$ cat config.mk
export PLATFORM = sky130hd
export DESIGN_NAME = mdio_slave
export DESIGN_NICKNAME = d
export VERILOG_FILES = /design/src/rtl/mdio_slave.sv
export SDC_FILE = /design/constraint.sdc
export NUM_CORES = 1
export LEC_CHECK = 0
export ABC_CLOCK_PERIOD_IN_PS = 2000
export CAP_MARGIN = 10
export CORE_UTILIZATION = 52
export DETAILED_ROUTE_END_ITERATION = 10
export MAX_ROUTING_LAYER = met4
export PLACE_DENSITY = 0.8
export SYNTH_ARGS = -nofsm -noshare
export SYNTH_HDL_FRONTEND = slang
export SYNTH_SLANG_ARGS = --single-unit
$ cat constraint.sdc
create_clock -name clk -period 2 [get_ports clk]
set_input_delay 0.3 -clock clk [delete_from_list [all_inputs] [get_ports clk]]
set_output_delay 0.3 -clock clk [all_outputs]
set_load 0.1 [all_outputs]
$ cat src/rtl/mdio_slave.sv
// rtl/mdio_slave.sv - Clause-22 MDIO management responder (PHY side)
module mdio_slave #(
  parameter int SYNC_STAGES  = 2,
  parameter int PREAMBLE_LEN = 32
) (
  input  logic        clk,
  input  logic        reset,
  input  logic [4:0]  phy_addr,
  input  logic        mdc_in,
  input  logic        mdio_in,
  output logic        mdio_out,
  output logic        mdio_oe,
  output logic [4:0]  reg_addr,
  output logic [15:0] reg_wdata,
  output logic        reg_we,
  output logic        reg_rd,
  input  logic [15:0] reg_rdata,
  output logic        busy,
  output logic        frame_err
);
  typedef enum logic [2:0] {IDLE, ST2, OP, PHYAD, REGAD, TA1, TA2, DATA} state_t;
  localparam logic [5:0] PRE_LEN = 6'(PREAMBLE_LEN);

  state_t                 state, state_next;
  logic [SYNC_STAGES-1:0] mdc_sync, mdio_sync;
  logic                   mdc_prev, mdc_s, mdio_s, mre;
  logic [5:0]             pre_cnt;
  logic [3:0]             bit_cnt;
  logic [15:0]            shreg;
  logic                   is_read, rd_pend, op_ok;
  logic [1:0]             op_bits;
  logic [4:0]             field5;

  assign mdc_s   = mdc_sync[SYNC_STAGES-1];
  assign mdio_s  = mdio_sync[SYNC_STAGES-1];
  assign mre     = mdc_s & ~mdc_prev;
  assign op_bits = {shreg[0], mdio_s};
  assign field5  = {shreg[3:0], mdio_s};
  assign op_ok   = (op_bits == 2'b10) || (op_bits == 2'b01);

  // Synchronizers reset to the idle-high level so reset release never fakes an MDC edge.
  always_ff @(posedge clk) begin
    if (reset) begin
      mdc_sync  <= '1;
      mdio_sync <= '1;
      mdc_prev  <= 1'b1;
    end else begin
      mdc_sync  <= {mdc_sync[SYNC_STAGES-2:0], mdc_in};
      mdio_sync <= {mdio_sync[SYNC_STAGES-2:0], mdio_in};
      mdc_prev  <= mdc_s;
    end
  end

  always_ff @(posedge clk) begin
    if (reset) state <= IDLE;
    else       state <= state_next;
  end

  always_comb begin
    state_next = state;
    if (mre) begin
      case (state)
        IDLE:    if (!mdio_s && pre_cnt >= PRE_LEN) state_next = ST2;
        ST2:     state_next = mdio_s ? OP : IDLE;
        OP:      if (bit_cnt == 4'd1) state_next = op_ok ? PHYAD : IDLE;
        PHYAD:   if (bit_cnt == 4'd4) state_next = (field5 == phy_addr) ? REGAD : IDLE;
        REGAD:   if (bit_cnt == 4'd4) state_next = TA1;
        TA1:     state_next = TA2;
        TA2:     state_next = DATA;
        DATA:    if (bit_cnt == 4'd15) state_next = IDLE;
        default: state_next = IDLE;
      endcase
    end
  end

  always_ff @(posedge clk) begin
    if (reset) begin
      mdio_out  <= 1'b1;
      mdio_oe   <= 1'b0;
      reg_addr  <= '0;
      reg_wdata <= '0;
      reg_we    <= 1'b0;
      reg_rd    <= 1'b0;
      busy      <= 1'b0;
      frame_err <= 1'b0;
      pre_cnt   <= '0;
      bit_cnt   <= '0;
      shreg     <= '0;
      is_read   <= 1'b0;
      rd_pend   <= 1'b0;
    end else begin
      reg_we    <= 1'b0;
      reg_rd    <= 1'b0;
      frame_err <= 1'b0;
      busy      <= (state_next != IDLE);
      rd_pend   <= reg_rd;
      // Register block answers one clk after the strobe; capture it then.
      if (rd_pend) shreg <= reg_rdata;
      if (mre) begin
        case (state)
          IDLE: begin
            bit_cnt <= '0;
            if (mdio_s) pre_cnt <= (pre_cnt == 6'h3f) ? pre_cnt : pre_cnt + 6'd1;
            else        pre_cnt <= '0;
          end
          ST2: begin
            bit_cnt <= '0;
            if (!mdio_s) frame_err <= 1'b1;
          end
          OP: begin
            shreg   <= {shreg[14:0], mdio_s};
            bit_cnt <= bit_cnt + 4'd1;
            if (bit_cnt == 4'd1) begin
              bit_cnt   <= '0;
              is_read   <= (op_bits == 2'b10);
              frame_err <= ~op_ok;
            end
          end
          PHYAD, REGAD: begin
            shreg   <= {shreg[14:0], mdio_s};
            bit_cnt <= bit_cnt + 4'd1;
            if (bit_cnt == 4'd4) begin
              bit_cnt <= '0;
              if (state == REGAD) begin
                reg_addr <= field5;
                reg_rd   <= is_read;
              end
            end
          end
          TA1: begin
            if (is_read) begin
              mdio_oe  <= 1'b1;
              mdio_out <= 1'b0;
            end
          end
          TA2: begin
            bit_cnt <= '0;
            if (is_read) begin
              mdio_out <= shreg[15];
              shreg    <= {shreg[14:0], 1'b0};
            end
          end
          DATA: begin
            bit_cnt <= bit_cnt + 4'd1;
            if (is_read) begin
              if (bit_cnt == 4'd15) begin
                mdio_oe  <= 1'b0;
                mdio_out <= 1'b1;
              end else begin
                mdio_out <= shreg[15];
                shreg    <= {shreg[14:0], 1'b0};
              end
            end else begin
              shreg <= {shreg[14:0], mdio_s};
              if (bit_cnt == 4'd15) begin
                reg_wdata <= {shreg[14:0], mdio_s};
                reg_we    <= 1'b1;
              end
            end
          end
          default: bit_cnt <= '0;
        endcase
      end
    end
  end
endmodule

* Word level (Yosys, flattened, before mapping)
Cells that the tools add are included.
** Operators by class
- $add $sub $neg :: 2
- Magnitude comparators :: 1
- Equality and inequality tests :: 19
- Muxes and demuxes :: 34
- Bitwise operators :: 9
- Reductions and logical operators :: 21
** Operators by type and width (count)
- $mux W16 :: 5
- $pmux W16 S3 :: 1
- $pmux W3 S8 :: 1
- $mux W3 :: 7
- $pmux W4 S4 :: 1
- $eq A3 B3 Y1 const B :: 4
- $mux W6 :: 2
- $mux W1 :: 10
- $ne A2 B2 Y1 const B :: 5
- $reduce_and A5 Y1 :: 2
- $mux W4 :: 2
- $not A1 Y1 :: 8
- $reduce_and A4 Y1 :: 2
- $add A6 B1 Y6 const B :: 1
- $eq A3 B2 Y1 const B :: 2
- $eq A6 B6 Y1 const B :: 1
- $ge A6 B6 Y1 const B :: 1
- $reduce_and A3 Y1 :: 2
- $reduce_bool A3 Y1 :: 2
- $reduce_or A3 Y1 :: 2
- $eq A5 B5 Y1 :: 1
- $reduce_or A5 Y1 :: 1
- $add A4 B1 Y4 const B :: 1
- $eq A4 B1 Y1 const B :: 1
- 18 further kinds :: 21
** Storage, ports and cells
- Register bits :: 63
- Input port bits :: 25
- Output and inout port bits :: 27
- Logic and storage cells :: 103

* Logic depth before layout (Yosys ltp)
Gate-level depths: netlist of the first run.
- Depth after elaboration :: 7
- Depth in mapped cells :: 8
- Depth with buffers taken out :: 7

* Worst setup path before layout of the first run
Ideal clock, no wire load.
- Path kind :: register to register
- Start point :: register bit_cnt[0]
- End point :: register reg_wdata[1]
- Library setup time :: 0.132 ns
- Arrival time :: 1.627 ns
- Data required time :: 1.868 ns
- Slack :: 0.241 ns
- Stages on the path, launching flop included :: 9
- Buffers on the path :: 2
- Period minus slack after synthesis :: 1.759 ns
- Cell sequence :: dfxtp_1 -> ha_1 -> and3_1 -> nand3_2 -> or3_1 -> buf_2 -> buf_2 -> nand2_1 -> a21oi_1
** Between the ends
- Longest elaborated chain between the ends :: 2
** RTL lines
- from (decl) :: line 28 : logic [3:0] bit_cnt;
- from (signal assigned) :: line 112 : bit_cnt <= bit_cnt + 4'd1;
- from (signal assigned) :: line 121 : bit_cnt <= bit_cnt + 4'd1;
- from (signal assigned) :: line 144 : bit_cnt <= bit_cnt + 4'd1;
- $eq A4 B4 Y1 :: line 155 : if (bit_cnt == 4'd15) begin
- $reduce_and A4 Y1 (no line)
- to (signal assigned) :: line 156 : reg_wdata <= {shreg[14:0], mdio_s};
- to (decl) :: line 14 : output logic [15:0] reg_wdata,
Every way passes these cells.
A chain may end at the register's enable or synchronous reset.

* Worst setup path after layout of the first run
- Start point :: register bit_cnt[0]
- End point :: register reg_wdata[5]
Same word-level chain as after synthesis.

==> flow_summary.json, run 1 <==
{
  "p_int_mw": 1.76,
  "syn-mean-instance-area_um2": 8.67,
  "critical_path.max_stage_delay_ps": 410,
  "cts.root.buffer_cell": "clkbuf_8",
  "layout_worst_path_cycle_share": 0.943,
  "finalWorstPathRequiredPeriod_ps": 1890,
  "maxCapViolCount": 0,
  "grt_pass1_wl_um": 11000,
  "fmax_mhz": 530,
  "viasPerCell": 5.59,
  "cts-resized-gates": 0,
  "globalRoute.totalOverflow": 0,
  "cts_buffer_depth": 2,
  "synth_enable_flop_cells": 0,
  "final.setup.worst_slack_ps": 113,
  "synth_area_leader_cell": "dfxtp_1",
  "syn_nets": 367,
  "crit_path_cell_trace": "ha_2, and3_1, nand3_2, or3_1, buf_4, nand2_1, a21oi_1",
  "synth_area_leaders": "dfxtp_1 43%, mux2i_1 7.2%, nand2_1 5.8%",
  "worst-path-max-fanout": 16,
  "status": "finished clean",
  "p_seq_frac": 0.551,
  "critPathBufInv": 1,
  "via_count": 2572,
  "final.setup.tns_ps": 0,
  "synth-seq-cells": 63,
  "final_max_slew_viol_count": 0,
  "final.fill_count": 446,
  "layout.cell_area.non_filler_mm2": 0.00356,
  "finalWirelength_um": 6910,
  "synthToLayoutAreaGrowth_pct": 22.0,
  "yosysSeqAreaShare": 0.432,
  "initial_core_util": 0.555,
  "clk_latency_ps": 340,
  "ctsHtreeMaxLevel": 3,
  "p_leak_nw": 1.31,
  "antenna_found_initial": 0,
  "drcViolationCount": 0,
  "number_of_buffers_inserted_during_clock_tree_synthesis": 9,
  "slowest_stage": "dfxtp_1",
  "avgRoutedWirePerCell_um": 15.0,
  "clock_sink_count": 63,
  "asyncSetResetFlopFracSynth": 0,
  "grt_setup_unrepaired": "false",
  "report.final.hold_viol_count": 0,
  "placed_cell_area_mm2": 0.00338,
  "cells_after_synthesis": 337,
  "cts_setup_buffers": 0,
  "gr-usage-all-layers": 0.242,
  "comb_power_share": 0.052,
  "layout_cell_share_with_drive_strength_beyond_1": 0.192,
  "synth_cell_type_count": 51,
  "cellPowerDensity_mw_per_mm2": 645,
  "mappedNetlistArea_mm2": 0.00292,
  "power_switching_uw": 535,
  "layout.nets": 416,
  "yosys_most_used_dff": "dfxtp_1",
  "worstSetupPathType": "register to register",
  "hp-class": "register to register",
  "final.setup_skew_ps": 7.88,
  "start_kind": "register",
  "antenna_cells_inserted": 0,
  "detailedRoute.firstPassIterationCount": 4,
  "std_cell_rows": 26,
  "ys_warn_count": 0,
  "dieWidth_um": 77.0,
  "grt_pass1_vias": 2380,
  "post_route_ant_nets": 0,
  "die_area_mm2": 0.00592,
  "finalHoldWorstSlack_ps": 410,
  "worst_ep_required_time_ps": 2200,
  "clk_pin_slew_worst_paths_ps": 70,
  "gp_routability_congestion": 0.919,
  "crit_family": "simple AND/OR/NAND/NOR gates",
  "worst_slew_margin_rel": 0.653,
  "arrival_ps": 2080,
  "switching_share": 0.233,
  "io_pins": 52,
  "finish.utilization": 0.676,
  "dr.first_iter.drc_count": 191,
  "timing.final.setup_violations": 0,
  "worst_slew_pin_slew_ps": 520,
  "ir_worst_vdd_uv": 603,
  "synth_top_area_share": 0.432,
  "cts_tree": "done",
  "p_clk_frac": 0.397,
  "dp.final_hpwl_um": 4680,
  "die_span_in_y_um": 77.0,
  "critical_path_sink_type": "register",
  "cts-hold-fix-buffers": 0,
  "core_mm2": 0.00527,
  "grt_start_max_net_pins": 32,
  "numPortBuffers": 51,
  "dp_slack_ps": 51.0
}
-- cell families (layout without fill, tap and decap cells) --
kind of cell    count (synthesis)  count (layout)  synth area share
mux                            22              22            0.0758
buf+inv                        31              83            0.0586
simple gates                  137             137             0.234
flops                          63              63             0.432
xor+xnor                        7               7            0.0210
compound gates                 72              73             0.158
fa+ha+maj                       5               5            0.0214
-- power groups by stage --
stage	Combinational [mW]	Clock, mW	Sequential [mW]
6_report	0.118	0.912	1.27
5_1_grt	0.127	0.980	1.27
4_1_cts	0.117	0.927	1.27
3_5_place_dp	0.117	0	1.29
3_3_place_gp	0.116	0	1.29
2_1_floorplan	0.0533	0	1.30
-- metrics by stage --
step           total power, mW  instances
3_5_place_dp              1.41        444
3_3_place_gp              1.41        444
2_1_floorplan             1.35        337
5_1_grt                   2.37        460
4_1_cts                   2.31        459
6_report                  2.30        460
-- final timing paths --
path / startpoint / end / slack (ps) / cells past startpoint
worst max-delay path: bit_cnt[0] / reg_wdata[5] / 110 / 7
worst min-delay path: mdc_sync[0] / mdc_sync[1] / 410 / 1
worst max register to register: bit_cnt[0] / reg_wdata[5] / 110 / 7
worst min register to register: mdc_sync[0] / mdc_sync[1] / 410 / 1
-- sequential cells by signal, indices dropped and copies added (netlist names), 2 cells and up --
name,count
bit_cnt,4
mdc_sync,2
mdio_sync,2
pre_cnt,6
reg_addr,5
reg_wdata,16
shreg,16
state,3
-- per-layer routing --
metal	part of all wire	wire length, um	up-vias	global-route usage
met3	0.053	369	11	0.0512
li1	-	-	1270	-
met1	0.44	3020	1218	0.290
met2	0.49	3380	73	0.392
met4	0.020	135	0	0.108
met5	0	0	-	-
-- layout by cell type, fill, tap and decap left out, types with 4 or more instances in the layout --
cell / count
nor3_1: 4
nor2_1: 37
ha_1: 4
clkdlybuf4s50_1: 23
nand2_1: 45
nor3b_1: 5
or2_2: 5
mux2i_1: 21
o21ai_0: 9
xnor2_1: 4
a211oi_1: 16
inv_1: 6
clkbuf_8: 9
nor2b_1: 8
dfxtp_1: 63
nand3_1: 11
a21oi_1: 30
buf_4: 38
-- cell usage after synthesis, drive strengths merged, types with 5 or more instances --
master / instances
buf: 18
nor3b: 6
nor3: 6
ha: 5
nor2: 39
o21ai: 10
a21oi: 30
nor2b: 8
nand3: 12
or2: 5
a211oi: 16
mux2i: 21
dfxtp: 63
clkbuf: 6
inv: 6
nand2: 45
-- area by class of cell --
| class | count | area, um2 | area share |
|---|---|---|---|
| timing repair buffer | 62 | 520 | 0.146 |
| clock inverter | 4 | 23.8 | 0.00667 |
| multi-input combinational | 244 | 1520 | 0.426 |
| inverter | 6 | 22.5 | 0.00632 |
| clock buffer | 11 | 131 | 0.0369 |
| tap | 70 | 87.6 | 0.0246 |
| sequential | 63 | 1260 | 0.354 |
Note: power is estimated with default switching activity, not from simulation.
==> run 2, diff against run 1 <==
==> config.mk (replaced) <==
export PLATFORM = sky130hd
export DESIGN_NAME = mdio_slave
export DESIGN_NICKNAME = d
export VERILOG_FILES = /design/src/rtl/mdio_slave.sv
export SDC_FILE = /design/constraint.sdc
export NUM_CORES = 1
export LEC_CHECK = 0
export ABC_CLOCK_PERIOD_IN_PS = 2200
export CAP_MARGIN = 10
export CORE_UTILIZATION = 56
export DETAILED_ROUTE_END_ITERATION = 10
export MAX_ROUTING_LAYER = met4
export PLACE_DENSITY = 0.85
export SYNTH_ARGS = -nofsm -noshare
export SYNTH_HDL_FRONTEND = slang
export SYNTH_SLANG_ARGS = --single-unit
==> constraint.sdc (replaced) <==
create_clock -name clk -period 2.2 [get_ports clk]
set_input_delay 0.33 -clock clk [delete_from_list [all_inputs] [get_ports clk]]
set_output_delay 0.33 -clock clk [all_outputs]
set_load 0.1 [all_outputs]
==> run 2 against run 1 <==
Compared with the run above:
- design area rose by 0.46%
- clock skew fell by 3.0 ps
- critical endpoint is now reg_wdata[6]
- combinational power decreased by 8%
- cell count fell by 1.3%
- via count down 1.7%
- first-iteration DRC count up 16%
- global-route usage increased by 2.8 points
==> flow_summary.json, run 2 (same netlist as run 1, synthesis figures left out) <==
{
  "dieWidth_um": 74.2,
  "cts_tree": "done",
  "gr-usage-all-layers": 0.271,
  "maxCapViolCount": 0,
  "cts_setup_buffers": 0,
  "initial_core_util": 0.599,
  "final.setup.tns_ps": 0,
  "worstSetupPathType": "register to register",
  "clk_latency_ps": 340,
  "fin_cells": 454,
  "grt_setup_unrepaired": "false",
  "synthToLayoutAreaGrowth_pct": 22.5,
  "cts-hold-fix-buffers": 0,
  "layout.nets": 413,
  "number_of_buffers_inserted_during_clock_tree_synthesis": 9,
  "most_common_cell_after_layout_fill_and_taps_aside": "dfxtp_1",
  "p_leak_nw": 1.32,
  "finalWirelength_um": 6660,
  "ir_worst_vdd_uv": 454,
  "largestRegisters": "reg_wdata (16), shreg (16), pre_cnt (6)",
  "die_area_mm2": 0.00551,
  "cellPowerDensity_mw_per_mm2": 637,
  "viasPerCell": 5.57,
  "worst_slew_margin_rel": 0.554,
  "std_cell_rows": 25,
  "avgRoutedWirePerCell_um": 14.7,
  "power_switching_uw": 499,
  "globalRoute.totalOverflow": 0,
  "final.setup_skew_ps": 4.93,
  "p_int_mw": 1.78,
  "cts.root.buffer_cell": "clkbuf_8",
  "layout_worst_path_cycle_share": 0.896,
  "detailedRoute.firstPassIterationCount": 5,
  "layout_cell_share_with_drive_strength_beyond_1": 0.183,
  "antenna_found_initial": 0,
  "status": "finished clean",
  "clk_pin_slew_worst_paths_ps": 70,
  "post_route_ant_nets": 0,
  "timing.final.setup_violations": 0,
  "core_mm2": 0.00488,
  "switching_share": 0.219,
  "grt_pass1_vias": 2246,
  "most-common-layout-cells": "63 x dfxtp_1, 45 x nand2_1, 37 x nor2_1, 35 x buf_4, 30 x a21oi_1",
  "arrival_ps": 2160,
  "hp-class": "register to register",
  "p_clk_frac": 0.447,
  "power_mw": 2.28,
  "fmax_mhz": 507,
  "ctsHtreeMaxLevel": 3,
  "gp_routability_congestion": 0.890,
  "final_max_slew_viol_count": 0,
  "die_span_in_y_um": 74.2,
  "comb_power_share": 0.047,
  "io_pins": 52,
  "antenna_cells_inserted": 0,
  "start_kind": "register",
  "worst-path-max-fanout": 16,
  "worst_slew_pin_slew_ps": 669,
  "grt_pass1_wl_um": 10700,
  "p_seq_frac": 0.505,
  "grt_start_max_net_pins": 37,
  "placed_cells_incl_taps": 439,
  "dp.final_hpwl_um": 4550,
  "numPortBuffers": 51,
  "clock_sink_count": 63,
  "finalWorstPathRequiredPeriod_ps": 1970,
  "via_count": 2528,
  "cts_buffer_depth": 2,
  "dr.first_iter.drc_count": 221,
  "cts-resized-gates": 0,
  "report.final.hold_viol_count": 0,
  "critical_path_sink_type": "register",
  "worst_ep_required_time_ps": 2390,
  "drcViolationCount": 0
}
## run 2: worst paths after layout
| kind | from | end | slack (ps) | cells after the start |
|---|---|---|---|---|
| setup / recovery | bit_cnt[0] | reg_wdata[6] | 230 | 6 |
| setup reg to reg | bit_cnt[0] | reg_wdata[6] | 230 | 6 |
| hold reg to reg | mdc_sync[0] | mdc_sync[1] | 410 | 1 |
| hold / removal | mdc_sync[0] | mdc_sync[1] | 410 | 1 |
## run 2: power groups by stage
stage / Clock [mW] / Sequential (mW) / Combinational, mW
detailed placement: 0 / 1.18 / 0.107
finish: 1.02 / 1.15 / 0.108
global route: 1.08 / 1.15 / 0.115
floorplan: 0 / 1.18 / 0.0484
global placement: 0 / 1.18 / 0.106
CTS: 1.02 / 1.15 / 0.108
## run 2: critical path: stages (launching register included)
cell and delay, ps:
dfxtp_1 400, ha_1 220, and3_1 200, nand3_2 120
or3_1 640, nand2_1 160, a21oi_1 80
## run 2: routing by layer
metal / vias up / wire length, um / global-route usage
li1: 1260 / - / -
met1: 1170 / 3040 / 0.341
met2: 83 / 3070 / 0.408
met3: 15 / 374 / 0.0569
met4: 0 / 167 / 0.143
met5: - / 0 / -
## run 2: final cells by class
class / instances / area, um2
Timing Repair Buffer: 60 / 518
Clock inverter: 3 / 42.5
Fill cell: 387 / 1300
Multi-Input combinational cell: 243 / 1500
Sequential cell: 63 / 1260
Tap cell: 67 / 83.8
Inverter: 6 / 22.5
Clock buffer: 12 / 155
## run 2: per-stage QoR
stage | setup WS (ps) | area [um2] | hold slack, ps | util
final | 228 | 3580 | 411 | 0.734
after global routing | 70.4 | 3580 | 432 | 0.734
after CTS | 216 | 3570 | 415 | 0.732
after global placement | 209 | 3380 | 393 | 0.692
after detailed placement | 222 | 3380 | 397 | 0.692
after floorplan | 441 | 2920 | 389 | -
==> run 3, diff against run 2 <==
--- a/config.mk
+++ b/config.mk
@@ -6,7 +6,6 @@
 export NUM_CORES = 1
 export LEC_CHECK = 0
 export ABC_CLOCK_PERIOD_IN_PS = 2200
-export CAP_MARGIN = 10
 export CORE_UTILIZATION = 56
 export DETAILED_ROUTE_END_ITERATION = 10
 export MAX_ROUTING_LAYER = met4
==> results of run 3 <==
Same layout as run 2: the final DEF is identical, and so are final timing and power.
